**config.mk**
```make
export PLATFORM = sky130hd
export DESIGN_NAME = inst_fetch_unit
export DESIGN_NICKNAME = d
export VERILOG_FILES = /design/src/rtl/inst_fetch_unit_pkg.sv /design/src/rtl/inst_fetch_unit_fetch_fifo.sv /design/src/rtl/inst_fetch_unit.sv
export SDC_FILE = /design/constraint.sdc
export NUM_CORES = 1
export LEC_CHECK = 0
export ABC_AREA = 0
export CAP_MARGIN = 0
export CORE_MARGIN = 4
export CORE_UTILIZATION = 48
export DETAILED_ROUTE_END_ITERATION = 6
export GPL_TIMING_DRIVEN = 0
export PLACE_DENSITY = 0.78
export SYNTH_ARGS = -nofsm -noshare
export SYNTH_HDL_FRONTEND = slang
export SYNTH_SLANG_ARGS = --single-unit
```
**constraint.sdc**
```tcl
create_clock -name clk -period 3.7 [get_ports clk]
set_input_delay 0.74 -clock clk [delete_from_list [all_inputs] [get_ports clk]]
set_output_delay 0.74 -clock clk [all_outputs]
set_load 0.005 [all_outputs]
```
**src/rtl/inst_fetch_unit_pkg.sv**
```systemverilog
// Shared types and constants for the instruction-fetch front end.
// A fetch entry packs {pc, inst} into one 64-bit word for the fetch buffer.
package inst_fetch_unit_pkg;

  localparam int INST_ADDR_W = 32;
  localparam int INST_W      = 32;

  typedef logic [INST_ADDR_W-1:0] inst_addr_t;
  typedef logic [INST_W-1:0]      inst_t;

  localparam inst_t ZERO_WORD    = '0;
  localparam logic  CHIP_ENABLE  = 1'b1;
  localparam logic  CHIP_DISABLE = 1'b0;

  localparam int FETCH_FIFO_DEPTH = 4;

  typedef struct packed {
    inst_addr_t pc;
    inst_t      inst;
  } fetch_entry_t;

  // Branch targets are forced onto a word boundary before they reach the PC.
  function automatic inst_addr_t align_word(input inst_addr_t addr);
    return {addr[INST_ADDR_W-1:2], 2'b00};
  endfunction

endpackage

```
**src/rtl/inst_fetch_unit_fetch_fifo.sv**
```systemverilog
// Synchronous fetch buffer of {pc, inst} entries with push/pop/flush and occupancy count.
// The head is read straight from storage, so an entry is visible the cycle after its push.
module inst_fetch_unit_fetch_fifo
  import inst_fetch_unit_pkg::*;
#(
  parameter int DEPTH = FETCH_FIFO_DEPTH,
  parameter int PTR_W = 2
) (
  input  logic             clk,
  input  logic             rst,
  input  logic             push,
  input  fetch_entry_t     push_data,
  input  logic             pop,
  input  logic             flush,
  output logic             head_valid,
  output fetch_entry_t     head_data,
  output logic [PTR_W:0]   count
);

  localparam logic [PTR_W:0] DEPTH_CNT = (PTR_W+1)'(DEPTH);

  fetch_entry_t     mem [DEPTH];
  logic [PTR_W-1:0] wr_ptr;
  logic [PTR_W-1:0] rd_ptr;
  logic             push_ok;
  logic             pop_ok;

  // A full buffer refuses a push even when a pop frees a slot in the same cycle.
  assign push_ok    = push & ~flush & (count < DEPTH_CNT);
  assign pop_ok     = pop & head_valid;
  assign head_valid = (count != '0);
  assign head_data  = head_valid ? mem[rd_ptr] : {ZERO_WORD, ZERO_WORD};

  always_ff @(posedge clk) begin
    if (push_ok) begin
      mem[wr_ptr] <= push_data;
    end
  end

  always_ff @(posedge clk or negedge rst) begin
    if (!rst) begin
      wr_ptr <= '0;
      rd_ptr <= '0;
      count  <= '0;
    end else if (flush) begin
      wr_ptr <= '0;
      rd_ptr <= '0;
      count  <= '0;
    end else begin
      if (push_ok) begin
        wr_ptr <= wr_ptr + 1'b1;
      end
      if (pop_ok) begin
        rd_ptr <= rd_ptr + 1'b1;
      end
      case ({push_ok, pop_ok})
        2'b10:   count <= count + 1'b1;
        2'b01:   count <= count - 1'b1;
        default: count <= count;
      endcase
    end
  end

endmodule

```
**src/rtl/inst_fetch_unit.sv**
```systemverilog
// Instruction-fetch front end: owns the PC, drives the combinational ROM and
// buffers fetched {pc, inst} pairs toward the decoder behind a valid/ready handshake.
module inst_fetch_unit
  import inst_fetch_unit_pkg::*;
#(
  parameter inst_addr_t RESET_PC   = 32'h0000_0000,
  parameter int         FIFO_DEPTH = FETCH_FIFO_DEPTH,
  parameter int         FIFO_PTR_W = 2
) (
  input  logic                  clk,
  input  logic                  rst,
  input  logic                  stall_i,
  input  logic                  branch_flag_i,
  input  logic [31:0]           branch_target_i,
  output logic                  rom_ce_o,
  output logic [31:0]           rom_addr_o,
  input  logic [31:0]           rom_inst_i,
  output logic                  id_valid_o,
  output logic [31:0]           id_pc_o,
  output logic [31:0]           id_inst_o,
  input  logic                  id_ready_i,
  output logic                  misalign_o,
  output logic [FIFO_PTR_W:0]   fifo_count_o
);

  localparam logic [FIFO_PTR_W:0] DEPTH_CNT = (FIFO_PTR_W+1)'(FIFO_DEPTH);

  logic         ce_q;
  inst_addr_t   pc_q;
  logic         misalign_q;
  logic         fetch_fire;
  logic         pop;
  fetch_entry_t push_entry;
  fetch_entry_t head_entry;

  // A redirect or a stall suppresses the fetch; a redirect also flushes the buffer.
  assign fetch_fire = (ce_q == CHIP_ENABLE) & ~stall_i & ~branch_flag_i
                      & (fifo_count_o < DEPTH_CNT);
  assign pop        = id_valid_o & id_ready_i;
  assign push_entry = '{pc: pc_q, inst: rom_inst_i};

  assign rom_ce_o   = ce_q;
  assign rom_addr_o = pc_q;
  assign id_pc_o    = head_entry.pc;
  assign id_inst_o  = head_entry.inst;
  assign misalign_o = misalign_q;

  always_ff @(posedge clk or negedge rst) begin
    if (!rst) begin
      ce_q <= CHIP_DISABLE;
    end else begin
      ce_q <= CHIP_ENABLE;
    end
  end

  always_ff @(posedge clk or negedge rst) begin
    if (!rst) begin
      pc_q <= RESET_PC;
    end else if (branch_flag_i) begin
      pc_q <= align_word(branch_target_i);
    end else if (fetch_fire) begin
      pc_q <= pc_q + 32'd4;
    end
  end

  always_ff @(posedge clk or negedge rst) begin
    if (!rst) begin
      misalign_q <= 1'b0;
    end else begin
      misalign_q <= branch_flag_i & (branch_target_i[1:0] != 2'b00);
    end
  end

  inst_fetch_unit_fetch_fifo #(
    .DEPTH (FIFO_DEPTH),
    .PTR_W (FIFO_PTR_W)
  ) u_fetch_fifo (
    .clk        (clk),
    .rst        (rst),
    .push       (fetch_fire),
    .push_data  (push_entry),
    .pop        (pop),
    .flush      (branch_flag_i),
    .head_valid (id_valid_o),
    .head_data  (head_entry),
    .count      (fifo_count_o)
  );

endmodule

```
==> summary.txt <==
Clock network
  – CTS Root Cell: clkbuf_16
  – Post-CTS Setup Repair Bufs: 0
  – Reg clk slew, reported paths: 0.06 ns
  – Total CTS buffers: 30
  – Hold-fix buffer count after cts: 0
  – Clock Sinks: 287
  – CTS H-Tree Depth: 1
  – Worst-Skew Late Latency: 0.56 ns
  – TritonCTS clock tree: built
  – Maximum root-to-sink buffer count: 3

Worst setup path
  – CP Launch Type: flip-flop
  – Crit-path cells: buf_2 > mux4_2 > and2_1 > clkdlybuf4s50_1
  – Largest stage delay, worst path: 0.56 ns
  – CP max stage cell: mux4_2
  – Worst R2R End: rom_addr_o[20]$_DFFE_PN0N_
  – R2R depth: 6
  – Worst reg2reg startpoint: rom_addr_o[2]$_DFFE_PN0N_
  – Crit-path max FO: 10
  – FF-to-FF setup slack: 1.00 ns
  – Crit Path Category: reg -> out
  – Req. time, crit path: 2.96 ns
  – Critical path arrival: 2.73 ns
  – Worst Setup End Kind: output pin

Global routing
  – M1 GR Usage: 0.264
  – Met2 Usage GRT: 0.308
  – Largest net degree at the start of global routing: 51
  – GR Layer Usage met3: 0.0384
  – First-pass GRT wire length: 38700 um
  – Gr usage total: 0.187
  – Vias in the first global route: 6747
  – GRT overflow: 0
  – Initial antenna violation count: 0
  – Gr busiest metal: met2

Yosys
  – Sequential area share after synthesis: 0.726
  – Mapped Area: 11600 sq um
  – Post-Syn Area per Cell: 18.0 sq um
  – Register bit total from synthesis: 287
  – Post-Syn Instances: 646
  – Post-synth cell types: 45
  – Synth Warn #: 0

Drt
  – Routed Antenna Nets: 0
  – Final WL: 24800 um
  – DR pass1 iterations: 6
  – DR vias: 6544
  – Number of remaining DRC errors: 0
  – Avg WL per Cell: 20.8 um
  – DR vias/cell: 5.49
  – Initial DRC Count: 543

STA
  – RSZ-0062 raised after global routing: no
  – Final Hold Fails: 0
  – Worst slew margin relative to its limit: 0.0459
  – Fmax: 289 MHz
  – Final worst path period share: 0.937
  – Final setup margin: 0.235 ns
  – Setup TNS Final: 0 ns
  – Clock Skews: 0.0305 ns
  – Slew Viols, Final: 0
  – Final setup viols: 0
  – Worst Max-Slew Pin Slew: 1.43 ns
  – Clock period minus worst slack: 3.47 ns

Floorplan
  – Die Wd: 163 um
  – Ports: 171
  – Die Ht: 163 um
  – Core Region: 23600 sq um
  – Row cnt: 56
  – Initial core utilization: 0.492
  – Die area: 26700 sq um

Layout
  – Nets: 923
  – Post-layout util: 0.625
  – Finished Layout Cells: 1191
  – Layout area overhead: 27.2%
  – Layout cell share with drive strength beyond 1: 0.167
  – Layout fillers: 1697
  – # diodes: 0

Power and ir drop
  – PwrDens: 607 nW/um^2
  – Pleak: 0.00486 uW
  – Worst VDD drop: 0.000317 V

Placement
  – Placed Cells: 1138
  – I/O Buffers: 166
  – Final GP Congestion: 0.861
  – Detailed placer's ending HPWL: 16300 um
  – Place WS: -0.0314 ns

Outcome
  – Status: complete, no violations

Worst hold path
  – Hold Path Class: in -> async

Flow run
  – Max_cap viols: 0
==> worst max-delay path by stage <==
stage / start / depth (start not counted) / to / slack [ns]
after floorplan: branch_flag_i / 3 / u_fetch_fifo.mem[1][0]$_DFFE_PP_ / 0.33
after global placement: branch_flag_i / 4 / u_fetch_fifo.mem[0][5]$_DFFE_PP_ / -1.78
after detailed placement: u_fetch_fifo.rd_ptr[0]$_DFFE_PN0P_ / 5 / id_inst_o[24] / -0.03
after CTS: u_fetch_fifo.rd_ptr[1]$_DFFE_PN0P_ / 5 / id_inst_o[20] / 0.002
after global routing: u_fetch_fifo.rd_ptr[0]$_DFFE_PN0P_ / 4 / id_inst_o[26] / 0.05
final: u_fetch_fifo.rd_ptr[0]$_DFFE_PN0P_ / 4 / id_pc_o[27] / 0.23
==> final cells by class <==
cell class | instances | area, sq um | area share
Buffer | 34 | 174 | 0.0118
Clock buffer | 42 | 846 | 0.0573
Clock inverter | 14 | 115 | 0.00780
Inverter | 9 | 33.8 | 0.00229
Multi-Input combinational cell | 316 | 3010 | 0.204
Sequential cell | 287 | 8420 | 0.571
Tap cell | 319 | 399 | 0.0270
Timing Repair Buffer | 170 | 1770 | 0.120
==> per-layer routing <==
metal	wire length, um	up-vias	share of wire
li1	-	2954	-
met1	10500	3308	0.42
met2	12100	252	0.49
met3	1790	30	0.072
met4	337	0	0.014
met5	0	-	0
==> critical path, delay by kind of cell (launching register included) <==
family                 cells  cell delay [ns]
buffers and inverters      2             0.88
muxes                      1             0.56
and+or+nand+nor            1             0.18
DFF                        1             0.55
==> state kept, by name, summed over array words and instances, names as in the netlist <==
register	flops
u_fetch_fifo.mem	248
rom_addr_o	30
u_fetch_fifo.count	3
u_fetch_fifo.rd_ptr	2
u_fetch_fifo.wr_ptr	2
misalign_o	1
rom_ce_o	1
==> cell usage in the layout (no fill, tap or decap), types with 6 or more instances in the layout <==
cell	instances
nand2_1	35
clkbuf_1	21
o211ai_1	9
nor2_1	15
clkinv_2	7
o21ai_0	13
a31oi_1	6
clkdlybuf4s50_1	165
dfrtp_1	38
mux4_2	62
nor3_1	8
or4_1	9
nand4_1	8
o31ai_1	6
clkbuf_16	30
xnor2_1	13
inv_1	9
edfxtp_1	248
nand3_1	14
and2_1	63
nor4_1	6
buf_2	9
==> cells in the mapped netlist (all sizes together) <==
cell type,number,area (sq um)
a211o,1,8.76
a211oi,1,7.51
a21oi,1,5.00
a311oi,1,8.76
a31oi,6,37.5
a41o,1,10.0
and2,67,419
and3,1,6.26
and4,2,17.5
buf,15,87.6
clkbuf,22,82.6
conb,2,7.51
dfrtp,39,976
edfxtp,248,7450
fa,1,20.0
ha,5,62.6
inv,9,33.8
mux2i,2,20.0
mux4,62,1400
nand2,35,131
nand2b,1,6.26
nand3,14,70.1
nand4,8,50.1
nand4bb,1,11.3
nor2,15,56.3
nor3,8,40.0
nor3b,1,7.51
nor4,6,37.5
nor4b,1,8.76
o211ai,9,67.6
o21ai,13,65.1
o311ai,5,43.8
o31ai,6,45.0
o41ai,1,8.76
or2,2,12.5
or3,2,12.5
or3b,1,8.76
or4,11,90.1
or4b,3,30.0
xnor2,13,114
xor2,4,35.0
==> timing repair <==
item                                    4_1_cts  5_1_grt
endpoints found under the setup margin       59       53
hold endpoints to repair                      0        0
gates resized for setup                      18       15
gates cloned                                  0        0
==> logic make-up (layout without fill, tap and decap cells) <==
family | after synthesis | after routing | share of synthesized area
flip-flops | 287 | 287 | 0.726
AND/OR/NAND/NOR | 179 | 179 | 0.0875
multiplexers | 64 | 64 | 0.122
buffers and inverters | 46 | 269 | 0.0176
AO/OA/AOI/OAI | 45 | 45 | 0.0265
XOR/XNOR | 17 | 17 | 0.0128
adder cells (fa/ha/maj) | 6 | 6 | 0.00712
other | 2 | 5 | 0.000647
==> through the flow <==
stage / total power (uW) / instance area, sq um / hold slack (ns)
floorplan: 4940 / 11600 / 0.444
global placement: 6180 / 13700 / 0.555
detailed placement: 6220 / 13800 / 0.567
CTS: 9100 / 14800 / 0.310
global route: 9410 / 14800 / 0.353
finish: 8960 / 14800 / 0.306
==> report_power, final <==
part	switching (uW)	internal, uW
logic	929	1360
registers	147	3660
clock network	1190	1670
total	2270	6690
(Power assumes the default switching activity.)
